$ cat src/rtl/uart_tx_packetizer.sv
// uart_tx_packetizer
//   Frames a packet into the UART TX FIFO one byte per cycle:
//   SOF, LEN, payload[0..N-1], CHK where CHK = LEN ^ payload[0] ^ ... ^ payload[N-1].
//   The FIFO full flag is honoured, so no byte is ever dropped.
//
// Ports
//   i_clk        system clock (UART domain)
//   i_rst        synchronous reset, active high
//   i_en         gates acceptance of a new packet command only
//   i_cmd_valid  packet request valid; i_cmd_len = payload byte count
//   o_cmd_ready  high only in IDLE while i_en is high
//   i_s_valid    payload byte valid; i_s_data = payload byte
//   o_s_ready    payload byte consumed when i_s_valid & o_s_ready
//   i_tx_full    TX FIFO full flag
//   o_wr         TX FIFO write strobe; o_wdata = byte written
//   o_busy       packet in progress
//   o_pkt_done   one-cycle pulse in the cycle after CHK is written
module uart_tx_packetizer #(
  parameter logic [7:0] SOF = 8'hA5,
  parameter int         LW  = 8       // LEN goes out as a single byte
) (
  input  logic          i_clk,
  input  logic          i_rst,
  input  logic          i_en,
  input  logic          i_cmd_valid,
  output logic          o_cmd_ready,
  input  logic [LW-1:0] i_cmd_len,
  input  logic          i_s_valid,
  output logic          o_s_ready,
  input  logic [7:0]    i_s_data,
  input  logic          i_tx_full,
  output logic          o_wr,
  output logic [7:0]    o_wdata,
  output logic          o_busy,
  output logic          o_pkt_done
);

  typedef enum logic [2:0] {
    ST_IDLE = 3'd0,
    ST_SOF  = 3'd1,
    ST_LEN  = 3'd2,
    ST_DATA = 3'd3,
    ST_CHK  = 3'd4
  } state_t;

  state_t        r_state, w_state_nxt;
  logic [LW-1:0] r_len;
  logic [LW-1:0] r_cnt;     // payload bytes still to be written
  logic [7:0]    r_chk;
  logic          r_pkt_done;

  assign o_pkt_done = r_pkt_done;

  // Next state and output decode
  always_comb begin
    w_state_nxt = r_state;
    o_wr        = 1'b0;
    o_wdata     = 8'h00;
    o_s_ready   = 1'b0;
    o_cmd_ready = 1'b0;
    o_busy      = (r_state != ST_IDLE);
    case (r_state)
      ST_IDLE: begin
        o_cmd_ready = i_en;
        if (i_cmd_valid && i_en) w_state_nxt = ST_SOF;
      end
      ST_SOF: begin
        o_wr    = ~i_tx_full;
        o_wdata = SOF;
        if (o_wr) w_state_nxt = ST_LEN;
      end
      ST_LEN: begin
        o_wr    = ~i_tx_full;
        o_wdata = r_len;
        if (o_wr) w_state_nxt = (r_len != '0) ? ST_DATA : ST_CHK;
      end
      ST_DATA: begin
        // A byte is only consumed when it can be written, so a full FIFO
        // never loses or duplicates payload.
        o_s_ready = ~i_tx_full;
        o_wr      = i_s_valid & ~i_tx_full;
        o_wdata   = i_s_data;
        // Compare the pre-decrement count so that 255 does not wrap early.
        if (o_wr && r_cnt == LW'(1)) w_state_nxt = ST_CHK;
      end
      ST_CHK: begin
        o_wr    = ~i_tx_full;
        o_wdata = r_chk;
        if (o_wr) w_state_nxt = ST_IDLE;
      end
      default: w_state_nxt = ST_IDLE;
    endcase
  end

  // State and datapath registers
  always_ff @(posedge i_clk) begin
    if (i_rst) begin
      r_state    <= ST_IDLE;
      r_len      <= '0;
      r_cnt      <= '0;
      r_chk      <= 8'h00;
      r_pkt_done <= 1'b0;
    end else begin
      r_state    <= w_state_nxt;
      r_pkt_done <= (r_state == ST_CHK) && o_wr;
      if (r_state == ST_IDLE && i_cmd_valid && i_en) begin
        r_len <= i_cmd_len;
        r_cnt <= i_cmd_len;
        r_chk <= i_cmd_len;   // LEN is part of the checksum
      end
      if (r_state == ST_DATA && o_wr) begin
        r_chk <= r_chk ^ i_s_data;
        r_cnt <= r_cnt - LW'(1);
      end
    end
  end

endmodule

$ cat config.mk
export PLATFORM = sky130hd
export DESIGN_NAME = uart_tx_packetizer
export DESIGN_NICKNAME = d
export VERILOG_FILES = /design/src/rtl/uart_tx_packetizer.sv
export SDC_FILE = /design/constraint.sdc
export NUM_CORES = 1
export LEC_CHECK = 0
export CORE_AREA = 2 2 59 61
export DETAILED_ROUTE_END_ITERATION = 10
export DIE_AREA = 0 0 61 63
export GPL_TIMING_DRIVEN = 0
export PLACE_DENSITY = 0.8
export SETUP_SLACK_MARGIN = 0.3
export SLEW_MARGIN = 20
export SYNTH_ARGS = -nofsm -noshare
export SYNTH_HDL_FRONTEND = slang
export SYNTH_SLANG_ARGS = --single-unit
export TNS_END_PERCENT = 20
$ cat constraint.sdc
create_clock -name i_clk -period 4.93 [get_ports i_clk]
set_input_delay 0.986 -clock i_clk [delete_from_list [all_inputs] [get_ports i_clk]]
set_output_delay 0.986 -clock i_clk [all_outputs]
set_load 0.005 [all_outputs]
Yosys cells after proc, flatten, opt, wreduce, memory -nomap -nowiden
Cells that the tools add are included.

Add/subtract/negate cells: 1. Equality and inequality tests: 10. Multiplexer cells: 14. Bitwise operators: 3. Reductions and logical operators: 12.

Operators with widths (count): case mux 8 bit (4 select lines) (1); 2-to-1 mux 8 bit (3); 2-to-1 mux 3 bit (6); case mux 3 bit (5 select lines) (1); != test 2 bit (second input constant) (5); == test 8 x 1 -> 1 bit (second input constant) (1); nonzero test 8 bit (1); subtractor 8 x 1 -> 8 bit (second input constant) (1); bitwise XOR 8 bit (1); == test 3 x 2 -> 1 bit (second input constant) (2); logical AND 1 bit (6); AND reduction 5 bit (1); == test 3 x 1 -> 1 bit (second input constant) (1); == test 3 bit (second input constant) (1); zero test 3 bit (1); nonzero test 3 bit (1); OR reduction 3 bit (1); 2-to-1 mux 1 bit (2); case mux 1 bit (2 select lines) (1); nonzero test 2 bit (1); AND 1 bit (1); inverter 1 bit (1).

Register bits after elaboration: 28. Bits of input ports: 22. Output and inout port bits: 13. Word-level logic and storage cells: 45.

Depth between registers and ports, before layout
Depth in word-level cells: 5. Gate-level depth with buffers: 8. Gate-level depth less buffers: 6.

Worst setup path before layout
No wires, ideal clock.

Path kind: input-to-output. From: input port i_tx_full. To: output port o_s_ready. Arrival: 1.504 ns. Required time: 3.944 ns. Path slack: 2.440 ns. Stages: 3. Buffers on the path: 2. Cells stage by stage: buf_4 and4bb_1 buf_4.

Cells in the longest elaborated chain, start to end: 2.

Ends and longest elaborated chain: start: declaration (line 31) `input logic i_tx_full,`; inverter 1 bit (line 80) `o_s_ready = ~i_tx_full;`; 2-to-1 mux 1 bit (line 62) `case (r_state)`; end: declaration (line 29) `output logic o_s_ready,`.

No other way between the ends.

Final worst setup path
From: input port i_s_valid. To: output port o_wr.

Cells in the longest elaborated chain, start to end: 2.

Ends and longest elaborated chain: start: declaration (line 28) `input logic i_s_valid,`; AND 1 bit (line 81) `o_wr = i_s_valid & ~i_tx_full;`; case mux 1 bit (2 select lines) (line 62); end: declaration (line 32) `output logic o_wr,`.

No other way between the ends.

==> results_dict.tcl <==
set metrics [dict create \
    final_net_count 264 \
    dieArea_mm2 0.00384 \
    powerDensity_mw_per_mm2 331 \
    gr-total-overflow 0 \
    report.final.setup_viol 0 \
    post_cts_buffers 0 \
    io_pins 35 \
    diodes 0 \
    synth_ff_type "dfxtp_1" \
    rr_endpoint "r_state[0]" \
    clock-sinks 28 \
    syn_area_mm2 0.00167 \
    drc 0 \
    yosysWarningCount 0 \
    cts_tree "yes" \
    hpwl_um 3200 \
    grt_max_degree 15 \
    hold_viol_final 0 \
    max_freq_mhz 289 \
    grt.total_usage 0.237 \
    clk_pin_slew_ns 0.16 \
    min_from "r_len[7]" \
    arrival_ns 2.47 \
    yosysMostFrequentCell "nand2_1" \
    clock_latency_ns 0.32 \
    port_buffers 33 \
    num_rows 21 \
    critPathMaxFanout 7 \
    die_x_um 61 \
    wl_um 4260 \
    synth_nets 226 \
    worst-setup-path-type "in2out" \
    slew_headroom 0.619 \
    fin_crit_ns 3.45 \
    antenna_found_initial 0 \
    vdd_ir_drop_max_mv 0.180 \
    area_growth_pct 24.5 \
    critPathLaunchType "primary input" \
    cap_violations 0 \
    core_area_mm2 0.00323 \
    drv_slew 0 \
    vias 1667 \
    synth_cell_types 44 \
    vias_per_cell 5.87 \
    hold_path_class "reg2reg" \
    cts_buffers 3 \
    synthTopCellsByCount "33 x nand2_1, 28 x dfxtp_1, 18 x nand3b_1, 16 x a21oi_1, 8 x a41oi_1" \
    period_share 0.701 \
    yosysSeqAreaShare 0.335 \
    clock_skew_ns 0.00852 \
    reg2reg_depth 4 \
    start_util 0.518 \
    worstHoldPathCells 2 \
    dr.pass1.iters 5 \
    synth_area_leaders "dfxtp_1 33%, nand3b_1 8.1%, nand2_1 7.4%" \
    clockBufferDepth 2 \
    setup_slack_ns 1.48 \
    die_h_um 63 \
    netlist_instances 202 \
    grt_setup_unrepaired "no" \
    outcome "completed" \
    place_ws_ns 1.49 \
    async_reset_ff_frac 0 \
    tightestPinTransition_ns 0.571 \
    ant_nets 0 \
    grt_pass1_wl_um 7100 \
    nFillCells 277 \
    cts_hold_repair.buffers 0 \
    ctsResizeCount 0 \
    crit_path_end_kind "primary output" \
    reg2reg_setup_slack_ns 3.07 \
    cellLeakagePower_uw 0.000681 \
    cp.required_ns 3.94 \
    synth_top_area_share 0.335 \
    synth_edf_count 0 \
    clockRootBuffer "clkbuf_4" \
    h-tree-depth 1 \
    ys_ff_latch 28 \
    hold_end "r_len[7]" \
    drive_gt1_frac 0.0882 \
    drtIter0Drc 168 \
    wl_per_cell_um 15.0 \
    synth_top_area_cell "dfxtp_1" \
    routabilityCongestion 0.827 \
    r2r-start "r_state[2]" \
    grt_pass1_vias 1514 \
    final.setup.tns_ns 0 \
    avgSynthCellArea_um2 8.29 \
]
## sequential cells by signal, indices dropped and copies added (netlist names)
register	count
r_len	8
r_chk	8
o_pkt_done	1
r_cnt	8
r_state	3
## how the worst max path moves through the flow
| stage | from | to | depth (start not counted) |
|---|---|---|---|
| after floorplan | i_tx_full | o_s_ready | 3 |
| after global placement | i_s_valid | o_wr | 4 |
| after detailed placement | i_s_valid | o_wr | 4 |
| after CTS | i_s_valid | o_wr | 4 |
| after global routing | i_s_valid | o_wr | 4 |
| final | i_s_valid | o_wr | 4 |
## worst max-delay path, cell delays in order
cell             delay (ns)
clkdlybuf4s50_1        0.64
o21ai_0                0.14
nor3b_1                0.18
clkdlybuf4s50_1        0.52
## cell families (layout without fill, tap and decap cells)
kind of cell	after synthesis	in the layout	share of synthesized area
and+or+nand+nor	87	87	0.315
AOI/OAI and AO/OA	60	60	0.247
DFF	28	28	0.335
buffers and inverters	20	56	0.0575
muxes	5	5	0.0306
adders and majority gates	2	2	0.0149
## layout by cell type (no fill, tap or decap), drive strengths merged, types with 2 or more instances in the layout
| cell | n |
|---|---|
| nor3b | 3 |
| o311ai | 2 |
| a221oi | 3 |
| and2 | 2 |
| nand3 | 4 |
| nand2 | 33 |
| a41oi | 8 |
| nor2b | 5 |
| a21oi | 16 |
| a31oi | 5 |
| mux2i | 4 |
| ha | 2 |
| o21ai | 7 |
| and3b | 2 |
| clkdlybuf4s50 | 33 |
| a22oi | 5 |
| o22ai | 6 |
| o211ai | 2 |
| clkbuf | 10 |
| nor2 | 5 |
| or4 | 4 |
| or2 | 2 |
| buf | 9 |
| or3 | 3 |
| nand3b | 18 |
| inv | 4 |
| dfxtp | 28 |
## routing by layer
layer	global-route usage	vias up	part of all wire
met3	0.0248	4	0.056
met5	0	-	0
met2	0.386	52	0.49
met4	0.0543	0	0.0066
li1	-	829	-
met1	0.333	782	0.45
## where the power goes
part           total, uW  switching (uW)  internal [uW]
logic                315             153            162
registers            280            26.9            253
clock network       95.6            67.0           28.6
## metrics by stage
| step | hold WS (ns) | power, uW | utilization | instances | cell area, um^2 |
|---|---|---|---|---|---|
| after detailed placement | 0.463 | 598 | 0.638 | 281 | 2060 |
| after global placement | 0.462 | 594 | 0.638 | 281 | 2060 |
| final | 0.480 | 691 | 0.645 | 284 | 2080 |
| after global routing | 0.511 | 736 | 0.645 | 284 | 2080 |
| after CTS | 0.483 | 690 | 0.645 | 284 | 2080 |
| after floorplan | 0.443 | 468 | - | 202 | 1670 |
## layout make-up
class                   instances  area (um^2)  share of cell area
plain buffers                  16         81.3              0.0390
clock buffers                   3         22.5              0.0108
inverters                       4         15.0             0.00720
multi-input cells             154         1020               0.488
flip-flops and latches         28          561               0.269
well taps                      46         57.6              0.0276
repair buffers                 33          330               0.158
No activity file was read; power rests on OpenSTA's default activity.
